==> src/rtl/uart_tx.sv <==
`default_nettype none
// ============================================================================
//  Module   : uart_tx
//  Purpose  : 8N1 UART transmitter. Accepts one byte over a valid/ready
//             handshake and shifts it out as start bit, 8 data bits LSB
//             first, and one stop bit. Line idles high.
//  Revision : 1.0 - initial release
// ----------------------------------------------------------------------------
//  Ports
//    clk       in   1  system clock, rising edge
//    clr       in   1  synchronous active-high clear, beats every other input
//    tx_valid  in   1  producer has a byte on tx_data
//    tx_data   in   8  byte to send, sampled only on acceptance
//    tx_ready  out  1  idle and able to accept a byte (registered)
//    tx        out  1  serial line, idle high (registered)
//    tx_done   out  1  one-cycle pulse in the final stop-bit cycle (registered)
// ============================================================================
module uart_tx #(
    parameter int unsigned CLKS_PER_BIT = 868,
    parameter int unsigned DATA_BITS    = 8
) (
    input  logic                 clk,
    input  logic                 clr,
    input  logic                 tx_valid,
    input  logic [DATA_BITS-1:0] tx_data,
    output logic                 tx_ready,
    output logic                 tx,
    output logic                 tx_done
);

    localparam int unsigned c_BAUD_W = (CLKS_PER_BIT > 1) ? $clog2(CLKS_PER_BIT) : 1;
    localparam int unsigned c_BIT_W  = $clog2(DATA_BITS);

    localparam logic [c_BAUD_W-1:0] c_BAUD_LAST = c_BAUD_W'(CLKS_PER_BIT - 1);
    localparam logic [c_BIT_W-1:0]  c_BIT_LAST  = c_BIT_W'(DATA_BITS - 1);

    typedef enum logic [1:0] {
        S_IDLE  = 2'd0,
        S_START = 2'd1,
        S_DATA  = 2'd2,
        S_STOP  = 2'd3
    } state_t;

    state_t                 r_state, w_state;
    logic [c_BAUD_W-1:0]    r_baud,  w_baud;
    logic [c_BIT_W-1:0]     r_bit,   w_bit;
    logic [DATA_BITS-1:0]   r_shift, w_shift;
    logic                   r_tx,    w_tx;
    logic                   r_ready, w_ready;
    logic                   r_done,  w_done;
    logic                   w_wrap;

    assign w_wrap = (r_baud == c_BAUD_LAST);

    // State and all outputs are registered; clr wins over everything.
    always_ff @(posedge clk) begin
        if (clr) begin
            r_state <= S_IDLE;
            r_baud  <= '0;
            r_bit   <= '0;
            r_shift <= '0;
            r_tx    <= 1'b1;
            r_ready <= 1'b1;
            r_done  <= 1'b0;
        end else begin
            r_state <= w_state;
            r_baud  <= w_baud;
            r_bit   <= w_bit;
            r_shift <= w_shift;
            r_tx    <= w_tx;
            r_ready <= w_ready;
            r_done  <= w_done;
        end
    end

    // Next-state logic. The line value for the coming bit is computed at the
    // bit boundary so tx is a plain flop output and can only move on an edge.
    always_comb begin
        w_state = r_state;
        w_baud  = r_baud;
        w_bit   = r_bit;
        w_shift = r_shift;
        w_tx    = r_tx;
        w_ready = r_ready;

        case (r_state)
            S_IDLE: begin
                w_baud  = '0;
                w_bit   = '0;
                w_tx    = 1'b1;
                w_ready = 1'b1;
                if (tx_valid) begin
                    w_shift = tx_data;
                    w_state = S_START;
                    w_tx    = 1'b0;
                    w_ready = 1'b0;
                end
            end
            S_START: begin
                if (w_wrap) begin
                    w_baud  = '0;
                    w_bit   = '0;
                    w_state = S_DATA;
                    w_tx    = r_shift[0];
                end else begin
                    w_baud  = r_baud + c_BAUD_W'(1);
                end
            end
            S_DATA: begin
                if (w_wrap) begin
                    w_baud = '0;
                    if (r_bit == c_BIT_LAST) begin
                        w_bit   = '0;
                        w_state = S_STOP;
                        w_tx    = 1'b1;
                    end else begin
                        // Shift first so bit 0 of the register is always on the line.
                        w_bit   = r_bit + c_BIT_W'(1);
                        w_shift = r_shift >> 1;
                        w_tx    = r_shift[1];
                    end
                end else begin
                    w_baud = r_baud + c_BAUD_W'(1);
                end
            end
            S_STOP: begin
                if (w_wrap) begin
                    w_baud  = '0;
                    w_state = S_IDLE;
                    w_tx    = 1'b1;
                    w_ready = 1'b1;
                end else begin
                    w_baud  = r_baud + c_BAUD_W'(1);
                end
            end
            default: begin
                w_state = S_IDLE;
                w_baud  = '0;
                w_bit   = '0;
                w_tx    = 1'b1;
                w_ready = 1'b1;
            end
        endcase
    end

    // Registered done pulse: asserted for the cycle whose baud count is the
    // last one of the stop bit, i.e. decided from the next-state values.
    assign w_done = (w_state == S_STOP) && (w_baud == c_BAUD_LAST);

    assign tx_ready = r_ready;
    assign tx       = r_tx;
    assign tx_done  = r_done;

endmodule
`default_nettype wire
==> config.mk <==
export PLATFORM = sky130hd
export DESIGN_NAME = uart_tx
export DESIGN_NICKNAME = d
export VERILOG_FILES = /design/src/rtl/uart_tx.sv
export SDC_FILE = /design/constraint.sdc
export NUM_CORES = 1
export LEC_CHECK = 0
export ABC_AREA = 1
export CAP_MARGIN = 20
export CORE_MARGIN = 2
export CORE_UTILIZATION = 45
export CTS_BUF_LIST = sky130_fd_sc_hd__clkbuf_8
export DETAILED_ROUTE_END_ITERATION = 16
export PLACE_DENSITY_LB_ADDON = 0.08
export SETUP_SLACK_MARGIN = 0.4
export SLEW_MARGIN = 20
export SYNTH_ARGS = -nofsm -noshare
export SYNTH_HDL_FRONTEND = slang
export SYNTH_SLANG_ARGS = --single-unit
==> constraint.sdc <==
create_clock -name clk -period 2 [get_ports clk]
set_input_delay 0.6 -clock clk [delete_from_list [all_inputs] [get_ports clk]]
set_output_delay 0.6 -clock clk [all_outputs]
set_load 0.01 [all_outputs]
Word level (Yosys, flattened, before mapping)
Index checks and enable logic that the tools add are counted.
- bits in registers: 26
- output and inout port bits: 3
- add/subtract/negate cells: 2
- eq/ne operators: 12
- multiplexer cells: 23
- reduce and logical (&&, ||, !) cells: 10
- operator list (operator ; count):
    $mux 8 ; 3
    $eq 10x10->1 const B ; 2
    $pmux 10 s2 ; 1
    $pmux 8 s2 ; 1
    $add 10x1->10 const B ; 1
    $mux 10 ; 1
    $mux 2 ; 5
    $ne 2x2->1 const B ; 5
    $mux 3 ; 3
    $pmux 3 s3 ; 1
    $pmux 2 s4 ; 1
    $eq 2x2->1 const B ; 3
    $reduce_and 3->1 ; 2
    $mux 1 ; 5
    $pmux 1 s4 ; 1
    $reduce_and 4->1 ; 1
    $reduce_bool 2->1 ; 2
    $add 3x1->3 const B ; 1
    $eq 3x3->1 const B ; 1
    $reduce_bool 3->1 ; 1
    $reduce_or 3->1 ; 1
    $eq 2x1->1 const B ; 1
    $logic_not 2->1 ; 1
    $pmux 1 s2 ; 1
    2 further kinds ; 2

Longest topological paths before layout
Gate-level depths: netlist of the first run.
- depth in word-level cells: 6
- gate-level depth with buffers: 11
- mapped depth without buffers: 11

Worst setup path before layout of the first run
No wires, ideal clock.
- kind: reg-to-reg
- from: register r_bit[0]
- to: register r_shift[7]
- library setup time: 130 ps
- data arrival time: 1359 ps
- slack: 511 ps
- cell stages (with the launch flop): 9
- path buffers: 1
- clock period less this slack: 1489 ps
- cell sequence: dfxtp_1 > ha_1 > ha_1 > or2_4 > nand2_2 > nand2_4 > buf_6 > a21oi_2 > nor3_2
- longest elaborated chain between the ends: 3
- RTL lines (what ; RTL line ; RTL):
    start: declaration ; 46 ; logic [c_BIT_W-1:0] r_bit, w_bit;
    start signal: assignment ; 68 ; r_bit <= w_bit;
    $eq 3x3->1 ; 112 ; if (r_bit == c_BIT_LAST) begin
    $ne 2x2->1 (no line) ; -- ;
    $reduce_and 4->1 (no line) ; -- ;
    end signal: assignment ; 69 ; r_shift <= w_shift;
    end: declaration ; 47 ; logic [DATA_BITS-1:0] r_shift, w_shift;
No other way between the ends.
A chain may end at the register's enable or synchronous reset.

Worst setup path in the final report of the first run
- from: register r_bit[0]
- to: register r_shift[3]
The elaborated chain is that of the path after synthesis.

==> summary.md, run 1 <==
| Metric | Value |
|---|---|
| CP Launch Point | `r_bit[0]` |
| CTS H-Tree Depth | `1` |
| Crit path DAT | `1.66 ns` |
| Vias post-DR | `1193` |
| Fraction of registers with async set/reset | `0%` |
| Syn Inst Count | `190` |
| Die area | `0.00344 mm^2` |
| Worst Tran Pin Value | `0.257 ns` |
| RePlAce Congestion | `0.772` |
| Metal3 WL | `52 um` |
| Ranking of synthesized cells by area | `dfxtp_1 39%, nand2_1 13%, nor2_1 7.0%, inv_1 5.6%, a21oi_1 4.1%` |
| HP Class | `reg -> reg` |
| Crit. End Element | `register` |
| Final Util | `57.0%` |
| Crit path depth | `7` |
| Core Area | `0.00281 mm^2` |
| Placed insts | `233` |
| # fillers | `270` |
| DR WL/cell | `10.7 um` |
| Status | `completed` |
| VDD IR max | `0.000371 V` |
| Post-CTS setup buffer count | `0` |
| Fmax | `0.667 GHz` |
| Setup TNS | `0 ns` |
| Power per cell area | `627 mW/mm^2` |
| Slowest stage delay, CP | `0.34 ns` |
| Reg2reg setup slack | `0.50 ns` |
| Kind of critical path | `reg -> reg` |
| CP max FO | `14` |
| Sink Count | `26` |
| Setup WS post-layout | `0.500 ns` |
| Antenna Cells | `0` |
| Mean Syn Cell Area | `7.08 um^2` |
| Initial Utilization | `47.9%` |
| Met2 WL | `1270 um` |
| Post-synth EDFFs | `0` |
| Most numerous cell in the Yosys netlist | `nand2_1` |
| Total GRT Usage | `17.3%` |
| FF+latch count, synth | `26` |
| Max cap viols | `0` |
| Hold buffer count at CTS | `0` |
| Crit share post-route | `75.0%` |
| Final Non-Filler Cells | `237` |
| Syn_nets | `204` |
| M1 WL | `1200 um` |
| Growth of design area from synthesis to finish | `18.9%` |
| Total I/O pin count | `14` |
| Pre-CTS setup slack | `0.252 ns` |
| CTS tree | `done` |
| Top sig layer | `met4` |
| IO buf count | `13` |
| Drt pass-1 iters | `4` |
| Row count | `19` |
| Synth Warn # | `0` |
| DRC | `0` |
| Fin nets | `221` |
| Crit path cell chain | `ha_1 -> ha_1 -> or2_4 -> nand2_4 -> nand2_8 -> o21ai_1 -> a21oi_1` |
| TritonCTS Buffers | `3` |
| Prevailing post-synth register cell | `dfxtp_1` |
| Clk buf depth | `2` |
| Vias per cell | `5.03` |
| Share of layout cells above drive strength 1 | `15.5%` |
| Die Y | `58.7 um` |
| Clock Latency Late Sink | `0.26 ns` |
| First-pass GRT wire length | `4730 um` |
| RSZ-0062 raised after global routing | `yes` |
| HPWL after DPL | `2000 um` |
| Final min period | `1.50 ns` |
| Grt ovf | `0` |
| Final slew viol count | `0` |
| Final setup fails | `0` |
| Iteration-0 DRC Markers | `81` |
| Final WL | `2540 um` |
| Slowest CP cell | `dfxtp_1` |
| Vias in the first global route | `1145` |
| Antenna violations before repair | `0` |
| Relative slew slack | `82.8%` |
| Die X | `58.7 um` |
| Post-synth top area cell | `dfxtp_1` |
| Leakage | `0.647 nW` |
| Worst setup endpoint | `r_shift[3]` |
| ANT nets after route | `0` |
| Seq/Total Area, Yosys | `38.7%` |
| Worst setup SP type | `register` |
| Final Hold Vio Count | `0` |
| FF-to-FF End | `r_shift[3]` |
| Clk_skew | `0.00689 ns` |
| Clk slew on worst S/H paths | `0.09 ns` |
| Top cells by count, synth | `47 x nand2_1, 26 x dfxtp_1, 25 x nor2_1, 20 x inv_1` |
| Share of the synthesized area in the top cell type | `38.7%` |
| CP dominant cell by count | `ha_1` |
| Critical path's top delay family | `simple AND/OR/NAND/NOR gates` |
| Netlist cell types | `30` |
| Largest net degree at the start of global routing | `18` |
| Critical Path RT | `2.16 ns` |
| RR Startpoint | `r_bit[0]` |
| Mapped Area | `0.00135 mm^2` |
| Root Buffer | `clkbuf_8` |
| Buffers and inverters on the worst path | `0` |
| R2R cell count | `7` |
[registers in the layout (all words and copies together), names as in the netlist]
register and flops:
tx_done 1, tx 1, r_bit 3, r_baud 10, r_state 2, r_shift 8
tx_ready 1
[cell type report]
class	count	area (um^2)	share of cell area, %
clock buffer	4	55.1	3.44
inverter	23	86.3	5.40
multi-input combinational	138	754	47.2
sequential	26	523	32.7
tap	31	38.8	2.43
timing repair buffer	15	141	8.84
[through the flow]
step,cell area [um^2],power [W],hold WS (ns)
final,1600,0.00100,0.452
after floorplan,1350,0.000636,0.417
after global placement,1510,0.000679,0.434
after global routing,1600,0.00105,0.472
after detailed placement,1510,0.000680,0.438
after CTS,1560,0.00101,0.458
[what timing repair did]
item | in CTS | in global routing
endpoints found under the setup margin | 3 | 11
pin swaps | 0 | 0
cloned | 0 | 0
hold endpoints to repair | 0 | 0
gates resized for setup | 3 | 13
[cells by family after synthesis]
group           count (synthesis)  share of synthesized area, %
compound gates                 33                          14.0
simple gates                  102                          36.6
flops                          26                          38.7
buf+inv                        26                          7.91
fa+ha+maj                       3                          2.79
[cell usage in the layout, fill, tap and decap left out, types with 3 or more instances in the layout]
cell | synthesis | layout
dlygate4sd2_1 | 0 | 3
nand2_4 | 3 | 3
nand3_1 | 11 | 11
clkdlybuf4s50_1 | 0 | 10
o21ai_0 | 11 | 7
inv_2 | 3 | 4
o21ai_1 | 2 | 6
nand2_1 | 47 | 47
a21oi_1 | 11 | 11
nor2_1 | 25 | 25
dfxtp_1 | 26 | 24
nor2_4 | 2 | 4
clkbuf_8 | 0 | 4
inv_1 | 20 | 19
[per-layer routing]
| metal | vias to the layer above | GRT usage, % |
|---|---|---|
| met5 | - | 0 |
| met4 | 0 | 4.87 |
| met3 | 2 | 1.98 |
| met2 | 12 | 30.2 |
| met1 | 538 | 22.7 |
| li1 | 641 | - |
[power breakdown]
group          switching [W]  total, W  internal, W
Sequential         0.0000115  0.000551     0.000540
Clock               0.000156  0.000331     0.000176
Combinational      0.0000645  0.000119    0.0000550
[worst min-delay path by stage]
stage | depth (start not counted) | endpoint | slack [ns] | from
2_1_floorplan | 1 | r_baud[0] | 0.42 | r_baud[0]
3_3_place_gp | 2 | r_shift[3] | 0.43 | r_shift[3]
3_5_place_dp | 1 | r_baud[0] | 0.44 | r_baud[0]
4_1_cts | 2 | r_shift[2] | 0.46 | r_shift[2]
5_1_grt | 1 | r_baud[0] | 0.47 | r_baud[0]
6_report | 2 | r_shift[6] | 0.45 | r_shift[6]
[tightest hold or removal path: stages (launching register included)]
cell and delay, ns:
dfxtp_1 0.31, inv_1 0.06, a21oi_1 0.05
Note: power is estimated with default switching activity, not from simulation.
==> run 2: changes to the inputs <==
==> constraint.sdc (replaced) <==
create_clock -name clk -period 1.5 [get_ports clk]
set_input_delay 0.45 -clock clk [delete_from_list [all_inputs] [get_ports clk]]
set_output_delay 0.45 -clock clk [all_outputs]
set_load 0.01 [all_outputs]
==> run 2 against run 1 <==
  * The run now ends with DRC left
  * Final cell count increased by 6.8%
  * Register-to-register slack got worse by 0.42 ns
  * Worst hold slack improved by 0.0016 ns
  * Setup slack got worse by 0.42 ns
  * Power increased by 53%
  * Maximum frequency increased by 5.5%
  * First-iteration DRC count decreased by 36%
  * Via count increased by 11%
  * Count of clock-buffer cells in the layout decreased by 1
  * Largest power group unchanged
==> summary.md, run 2 (synthesis gave the netlist of run 1 again) <==
| Metric | Value |
|---|---|
| ANT nets after route | `0` |
| M1 WL | `1430 um` |
| Top sig layer | `met4` |
| Top Registers | `r_baud x10, r_shift x8, r_bit x3` |
| Final slew viol count | `0` |
| First-pass GRT wire length | `5280 um` |
| Die X | `58.7 um` |
| Crit path DAT | `1.64 ns` |
| Vias per cell | `5.23` |
| Sink Count | `26` |
| Drt pass-1 iters | `10` |
| RSZ-0062 raised after global routing | `yes` |
| Total Power | `0.00153 W` |
| Antenna Cells | `0` |
| Largest net degree at the start of global routing | `16` |
| Worst setup SP type | `register` |
| Final setup fails | `0` |
| Max cap viols | `0` |
| Met2 WL | `1510 um` |
| Core Area | `0.00281 mm^2` |
| Leakage | `0.744 nW` |
| Status | `finished, violations left` |
| Most frequent cells in the layout | `41 x nand2_1, 24 x nor2_1, 18 x inv_1` |
| Initial Utilization | `47.9%` |
| Clk slew on worst S/H paths | `0.10 ns` |
| Metal3 WL | `114 um` |
| Grt ovf | `0` |
| DRC | `1` |
| Clock Latency Late Sink | `0.28 ns` |
| Final min period | `1.42 ns` |
| Vias in the first global route | `1263` |
| Clk buf depth | `2` |
| Growth of design area from synthesis to finish | `38.9%` |
| DR WL/cell | `12.3 um` |
| Final WL | `3100 um` |
| Fin nets | `237` |
| Die area | `0.00344 mm^2` |
| Crit. End Element | `register` |
| Kind of critical path | `reg -> reg` |
| Hold slack final | `0.454 ns` |
| Worst Tran Pin Value | `0.255 ns` |
| HP Class | `reg -> reg` |
| IO buf count | `13` |
| RePlAce Congestion | `0.806` |
| TritonCTS Buffers | `3` |
| Antenna violations before repair | `0` |
| Max reg flops | `10` |
| CTS tree | `done` |
| Total GRT Usage | `19.8%` |
| Final Hold Vio Count | `0` |
| R2R cell count | `9` |
| VDD IR max | `0.000418 V` |
| Iteration-0 DRC Markers | `52` |
| Relative slew slack | `82.9%` |
| Clk_skew | `0.00768 ns` |
| Hold depth | `2` |
| Top reg by flops | `r_baud` |
| Power per cell area | `820 mW/mm^2` |
| Failing checks | `DRC` |
| CP max FO | `7` |
| Root Buffer | `clkbuf_8` |
| Row count | `19` |
| Share of layout cells above drive strength 1 | `36.0%` |
| Critical Path RT | `1.72 ns` |
| Hold buffer count at CTS | `0` |
| Total I/O pin count | `14` |
| Fmax | `0.703 GHz` |
| CTS H-Tree Depth | `1` |
| HPWL after DPL | `2120 um` |
| Most common cell after layout, fill and taps aside | `nand2_1` |
| Vias post-DR | `1322` |
| Die Y | `58.7 um` |
| Crit share post-route | `94.8%` |
==> run 2: cell types whose count changed in the layout (fill, tap and decap cells not counted), moves of 4 or more <==
cell,delta
dfxtp_2,+8
nand2_1,-6
buf_6,+4
buf_4,+13
nand2_2,+5
dfxtp_1,-8
==> run 2: timing repair <==
action / in CTS / in global routing
pin swaps: 10 / 9
gates resized for setup: 35 / 14
cloned: 1 / 0
setup endpoints to repair: 28 / 29
hold endpoints to repair: 0 / 0
buffers inserted: 9 / 3
==> run 2: final timing paths <==
check | from | endpoint | slack, ns
max | r_baud[1] | tx_done | 0.08
min reg2reg | r_shift[3] | r_shift[3] | 0.45
max reg2reg | r_baud[1] | tx_done | 0.08
min | r_shift[3] | r_shift[3] | 0.45
==> run 2: critical path, stage by stage, from the launching register on <==
cell and delay, ns:
dfxtp_2 0.36, ha_4 0.17, nand2_4 0.06, nor2_4 0.11, nand3_4 0.16, nor2_4 0.19
nand2_2 0.07, nand2_1 0.08, nand3_1 0.07, nor2_1 0.09
==> run 2: area by class of cell <==
cell class | instances | area [um^2]
Clock buffer | 3 | 41.3
Clock inverter | 1 | 30.0
Fill cell | 242 | 937
Inverter | 23 | 86.3
Multi-Input combinational cell | 139 | 876
Sequential cell | 26 | 533
Tap cell | 31 | 38.8
Timing Repair Buffer | 30 | 263
==> run 2: power breakdown <==
part / total, W / internal [W] / switching, W
clock: 0.000592 / 0.000358 / 0.000234
combinational: 0.000200 / 0.0000957 / 0.000105
sequential: 0.000740 / 0.000721 / 0.0000186
==> run 2: per-stage QoR <==
stage	instances	cell area, um^2	setup slack, ns	TNS [ns]	utilization, %
2_1_floorplan	190	1400	0.119	0	-
3_3_place_gp	236	1590	-0.0739	-0.446	56.7
3_5_place_dp	236	1590	-0.101	-0.657	56.7
4_1_cts	250	1810	0.118	0	64.6
5_1_grt	253	1870	-0.0363	-0.0363	66.6
6_report	253	1870	0.0776	0	66.6
==> run 2: routing by layer <==
layer	up-vias	global-route usage (%)
li1	675	-
met1	611	25.1
met2	31	33.4
met3	5	2.86
met4	0	8.77
met5	-	0
